==> config.mk <==
export PLATFORM = sky130hd
export DESIGN_NAME = buffer2axis
export DESIGN_NICKNAME = d
export VERILOG_FILES = /design/src/rtl/buffer2axis.sv
export SDC_FILE = /design/constraint.sdc
export NUM_CORES = 1
export LEC_CHECK = 0
export CAP_MARGIN = 30
export CORE_AREA = 2 2 441 443
export CTS_CLUSTER_SIZE = 10
export DETAILED_ROUTE_END_ITERATION = 12
export DIE_AREA = 0 0 443 445
export SYNTH_ARGS = -nofsm -noshare
export SYNTH_HDL_FRONTEND = slang
export SYNTH_SLANG_ARGS = --single-unit
==> constraint.sdc <==
create_clock -name clk -period 33.2 [get_ports clk]
set_input_delay 4.98 -clock clk [delete_from_list [all_inputs] [get_ports clk]]
set_output_delay 4.98 -clock clk [all_outputs]
set_load 0.005 [all_outputs]
==> src/rtl/buffer2axis.sv <==
// buffer2axis: serialises a captured cell grid into an AXI-Stream frame of
// pixel words, one beat per cell in row-major order, TLAST on the final cell.
module buffer2axis #(
  parameter int DWIDTH = 32,
  parameter int WIDTH  = 32,
  parameter int HEIGHT = 32
) (
  input  logic                      clk,
  input  logic                      rst,
  input  logic [DWIDTH-1:0]         alive_color,
  input  logic [DWIDTH-1:0]         dead_color,
  input  logic [WIDTH*HEIGHT-1:0]   in_data,
  input  logic                      in_valid,
  output logic                      in_ready,
  output logic [DWIDTH-1:0]         M_AXIS_TDATA,
  output logic                      M_AXIS_TVALID,
  input  logic                      M_AXIS_TREADY,
  output logic                      M_AXIS_TLAST,
  output logic                      frame_done
);

  localparam int N  = WIDTH * HEIGHT;
  localparam int CW = (N > 1) ? $clog2(N) : 1;
  localparam logic [CW-1:0] LAST_IDX = CW'(N - 1);

  localparam logic [0:0] IDLE = 1'b0;
  localparam logic [0:0] SEND = 1'b1;

  logic [0:0]        state;
  logic [CW-1:0]     cnt;
  logic [N-1:0]      grid;
  logic [DWIDTH-1:0] alive_q;
  logic [DWIDTH-1:0] dead_q;
  logic              capture;
  logic              last_beat;

  assign capture   = in_valid && in_ready;
  assign last_beat = (cnt == LAST_IDX);

  // Handshake and stream outputs are decoded from state so reset clears them at once
  always_comb begin
    in_ready      = (state == IDLE) && !rst;
    M_AXIS_TVALID = (state == SEND);
    M_AXIS_TLAST  = (state == SEND) && last_beat;
    M_AXIS_TDATA  = '0;
    if (state == SEND) begin
      M_AXIS_TDATA = grid[cnt] ? alive_q : dead_q;
    end
  end

  // Control: Idle/Send sequencing, beat counter and end-of-frame pulse
  always_ff @(posedge clk or posedge rst) begin
    if (rst) begin
      state      <= IDLE;
      cnt        <= '0;
      frame_done <= 1'b0;
    end else begin
      frame_done <= 1'b0;
      if (state == IDLE) begin
        if (capture) begin
          state <= SEND;
          cnt   <= '0;
        end
      end else if (M_AXIS_TREADY) begin
        if (last_beat) begin
          cnt        <= '0;
          state      <= IDLE;
          frame_done <= 1'b1;
        end else begin
          cnt <= cnt + CW'(1);
        end
      end
    end
  end

  // Frame payload snapshot, taken only on the capture edge and not reset
  always_ff @(posedge clk) begin
    if (capture) begin
      grid    <= in_data;
      alive_q <= alive_color;
      dead_q  <= dead_color;
    end
  end

endmodule

==> results.txt <==
----------------------------------------------------
[Outcome]
  Status ... complete, no violations

[Global routing]
  Vias in the first global route ... around 26000
  Residual overflow from global routing ... 0
  All-layer global routing usage ... 0.163
  Number of antenna violations at the first check in global routing ... 60
  First-pass GRT wire length ... around 220 mm
  Maximum number of pins on one net before global-route repair ... 83

[Timing]
  Final Max Tran Viols ... 0
  Worst max-slew margin expressed relative to the limit ... 0.331
  Upper clock frequency limit ... 85.4 MHz
  Fin. Hold Viols ... 0
  Time the worst path needs with I/O delays and setup ... around 12 ns
  Tcrit/Tclk final ... 0.353
  Fin Setup TNS ... 0 ns
  Worst slew pin tran ... 1.00 ns
  Number of failing setup endpoints in the final timing report ... 0
  Fin Clk Skew ... between 0.03 and 0.04 ns
  Setup repair after global routing missed its margin ... false

[Logic synthesis]
  Post-synth net total ... about 3000
  Avg Inst Size Synth ... 22.1 sq um
  Leading register cell type out of synthesis ... sky130_fd_sc_hd__edfxtp_1
  Post-synthesis sequential area ratio ... 0.773
  Cell variety after synth ... 65
  Synthesized netlist cell count ... between 1500 and 2000
  Number of flops mapped to enable cells by yosys ... roughly 1100
  Post-synth design cell area ... roughly 0.043 sq mm
  Count of state elements after synthesis ... between 1000 and 1500
  Top cell type's share of synthesized area ... 0.766
  Area leader, netlist ... sky130_fd_sc_hd__edfxtp_1
  Yosys Warn Count ... 0
  Post-synth ARST share ... 0.0109
  Largest cells by area after synthesis ... sky130_fd_sc_hd__edfxtp_1 77%, sky130_fd_sc_hd__mux4_2 13%, sky130_fd_sc_hd__mux2i_1 2.3%, sky130_fd_sc_hd__nand2_1 1.0%, sky130_fd_sc_hd__dfrtp_1 0.70%

[Setup path]
  Crit start category ... flop
  Worst R2R Start ... M_AXIS_TVALID
  Critical path fanouts, max ... 50
  R2R Setup Slk ... about 27 ns
  WP data arrival ... slightly below 7 ns
  Data required time of the worst path ... between 20 and 30 ns
  Capturing point of the worst reg2reg path ... grid[291]
  Critical Path Sink Type ... output pin
  Path depth of the worst reg2reg path ... 11
  Class of the most critical setup path ... flop to output pin

[Detailed routing]
  Routed len/inst ... around 29 um
  Number of DRC markers in iteration 0 ... between 2000 and 3000
  Total vias in the final route ... roughly 25000
  Final antenna-violating net count ... 0
  First-pass iteration count of the detailed router ... 5
  Detailed Route WL ... between 150 and 200 mm
  Remaining design rule violation count ... 0
  Average vias per placed instance ... between 4 and 5

[Floorplanning]
  I/O Pins ... 1128
  Standard-cell rows ... roughly 160
  Die X-Extent ... between 400 and 500 um
  Initial core utilization ... 0.222
  Area of the core region ... roughly 0.19 sq mm
  Total die area ... 0.197 sq mm
  Die span in y ... around 450 um

[Cells and area]
  Area Growth Syn to Fin ... 42.7%
  Number of filler cells placed in the layout ... around 18000
  Leading cell type in the layout, fill and taps excluded ... sky130_fd_sc_hd__clkdlybuf4s50_1
  Fraction of final layout cells sized beyond drive strength 1 ... 0.155
  Highest-count cells in the layout ignoring fill and taps ... 1127 x sky130_fd_sc_hd__clkdlybuf4s50_1, 1088 x sky130_fd_sc_hd__edfxtp_1, 241 x sky130_fd_sc_hd__mux4_2
  Cell Count, Final, Fillers Out ... between 5000 and 6000
  Net count, final ... approximately 4200

[CTS]
  Clock buffers created by TritonCTS ... 131
  CTS Hold Buffers Added ... 0
  Post-CTS setup buffer count ... 0
  TritonCTS clock tree ... done
  Master cell of the clock root buffer ... sky130_fd_sc_hd__clkbuf_16
  H-tree depth reported by CTS ... 4
  Clock transition time at the flip-flop clock pins of the worst setup and hold paths ... around 0.06 ns
  Max clock buf depth ... 3
  Cells resized by post-CTS repair ... 0
  Skew-Pair Late Insertion Delay ... between 0.7 and 0.8 ns
  Total number of clock tree sinks ... 1100

[Placement]
  Final weighted congestion of routability-driven global placement ... 0.903
  Number of I/O port buffers ... 1127
  Cell Count Post-Placement ... about 5500
  Placed wire-length estimate ... 128 mm

[Worst hold path]
  Hold Path Sink ... cnt[4]
  Path class of the lowest-slack min-delay path ... flop to flop
  Startpoint of the tightest hold check path ... M_AXIS_TVALID
  Hold depth ... 2

[Flow run]
  Maximum Capacitance Violations ... 0

[Power]
  Max VDD drop ... between 40 and 50 uV
  Leakage power ... about 0.02 uW
  Pwr/cell area ... between 60 and 70 mW/mm^2

----------------------------------------------------
-- worst max-delay path by stage --
stage	start	endpoint	slack, ns	depth (start not counted)
after global routing	cnt[1]	M_AXIS_TDATA[22]	21.14	12
after global placement	cnt[0]	M_AXIS_TDATA[22]	21.87	11
after floorplan	rst	cnt[8]	4.58	5
after CTS	cnt[1]	M_AXIS_TDATA[22]	21.24	12
after detailed placement	rst	grid[914]	21.93	10
final	cnt[1]	M_AXIS_TDATA[28]	21.49	12
-- per-layer routing --
layer	vias up	track usage	wire (um)
met3	241	0.0406	13000
met4	18	0.0631	5650
li1	10600	-	-
met2	1310	0.296	88900
met1	12800	0.183	58900
met5	-	0	121
-- logic make-up (layout without fill, tap and decap cells) --
logic type / after synthesis / in the layout / synth area share
mux: 363 / 363 / 0.161
simple gates: 187 / 187 / 0.0197
compound gates: 160 / 160 / 0.0271
other cells: 0 / 32 / 0
fa+ha+maj: 1 / 1 / 0.000293
buf+inv: 115 / 1384 / 0.0191
xor+xnor: 2 / 2 / 0.000411
flops: 1100 / 1100 / 0.773
-- final cells by class --
| cell class | instances | area (sq um) | share of cell area |
|---|---|---|---|
| Clock buffer | 162 | 3450 | 0.0566 |
| Sequential cell | 1100 | 33000 | 0.542 |
| Tap cell | 2526 | 3160 | 0.0519 |
| Clock inverter | 21 | 290 | 0.00477 |
| Multi-Input combinational cell | 713 | 8920 | 0.147 |
| Antenna cell | 32 | 80.1 | 0.00132 |
| Timing Repair Buffer | 1192 | 11900 | 0.196 |
| Inverter | 9 | 43.8 | 0.000720 |
-- critical path, cell delays in order (launching register included) --
cell,delay [ns]
sky130_fd_sc_hd__dfrtp_4,0.89
sky130_fd_sc_hd__buf_4,0.72
sky130_fd_sc_hd__buf_4,0.68
sky130_fd_sc_hd__mux4_1,0.42
sky130_fd_sc_hd__mux4_2,0.57
sky130_fd_sc_hd__nand2_1,0.19
sky130_fd_sc_hd__o211ai_1,0.14
sky130_fd_sc_hd__a2111oi_2,0.52
sky130_fd_sc_hd__a311o_1,0.39
sky130_fd_sc_hd__a21oi_4,0.09
sky130_fd_sc_hd__buf_4,0.30
sky130_fd_sc_hd__mux2i_1,0.26
sky130_fd_sc_hd__clkdlybuf4s50_1,0.54
-- metrics by stage --
step	power [uW]	instance area [sq um]	util	setup WS (ns)	hold slack (ns)
floorplan	2320	42700	-	4.58	0.553
global placement	2760	56700	0.296	21.87	0.763
detailed placement	2790	57000	0.297	21.93	0.790
CTS	4100	60700	0.316	21.24	0.796
global route	4190	60800	0.317	21.14	0.835
finish	4020	60900	0.317	21.49	0.770
-- state kept, by name, indices dropped and copies added, names as in the netlist --
signal / count
frame_done: 1
M_AXIS_TVALID: 1
grid: 1024
alive_q: 32
cnt: 10
dead_q: 32
-- power by group --
part           internal, uW  switching, uW
clock network           739            566
registers              1580           56.3
logic                   529            549
-- Yosys cell counts, types with 3 or more instances --
cell,instances
sky130_fd_sc_hd__o221ai_1,12
sky130_fd_sc_hd__nand4_1,5
sky130_fd_sc_hd__nand2_1,117
sky130_fd_sc_hd__a21oi_1,21
sky130_fd_sc_hd__buf_8,7
sky130_fd_sc_hd__mux2_2,15
sky130_fd_sc_hd__a22o_1,5
sky130_fd_sc_hd__buf_12,3
sky130_fd_sc_hd__a31oi_1,4
sky130_fd_sc_hd__a22oi_1,21
sky130_fd_sc_hd__o22ai_1,29
sky130_fd_sc_hd__clkbuf_1,36
sky130_fd_sc_hd__mux4_2,241
sky130_fd_sc_hd__a221oi_1,13
sky130_fd_sc_hd__mux4_1,11
sky130_fd_sc_hd__nor2b_1,6
sky130_fd_sc_hd__buf_6,23
sky130_fd_sc_hd__and2_1,3
sky130_fd_sc_hd__dfrtp_1,12
sky130_fd_sc_hd__nand3b_1,3
sky130_fd_sc_hd__a211oi_1,3
sky130_fd_sc_hd__nand2b_1,5
sky130_fd_sc_hd__o311ai_0,3
sky130_fd_sc_hd__buf_4,14
sky130_fd_sc_hd__buf_2,20
sky130_fd_sc_hd__edfxtp_1,1088
sky130_fd_sc_hd__o21ai_0,24
sky130_fd_sc_hd__nor3_1,6
sky130_fd_sc_hd__a221o_1,3
sky130_fd_sc_hd__nor2_1,18
sky130_fd_sc_hd__or3b_2,3
sky130_fd_sc_hd__nand3_1,8
sky130_fd_sc_hd__nor4_1,3
sky130_fd_sc_hd__mux2i_1,96
sky130_fd_sc_hd__inv_1,7
Power figures use the tool's default switching activity.
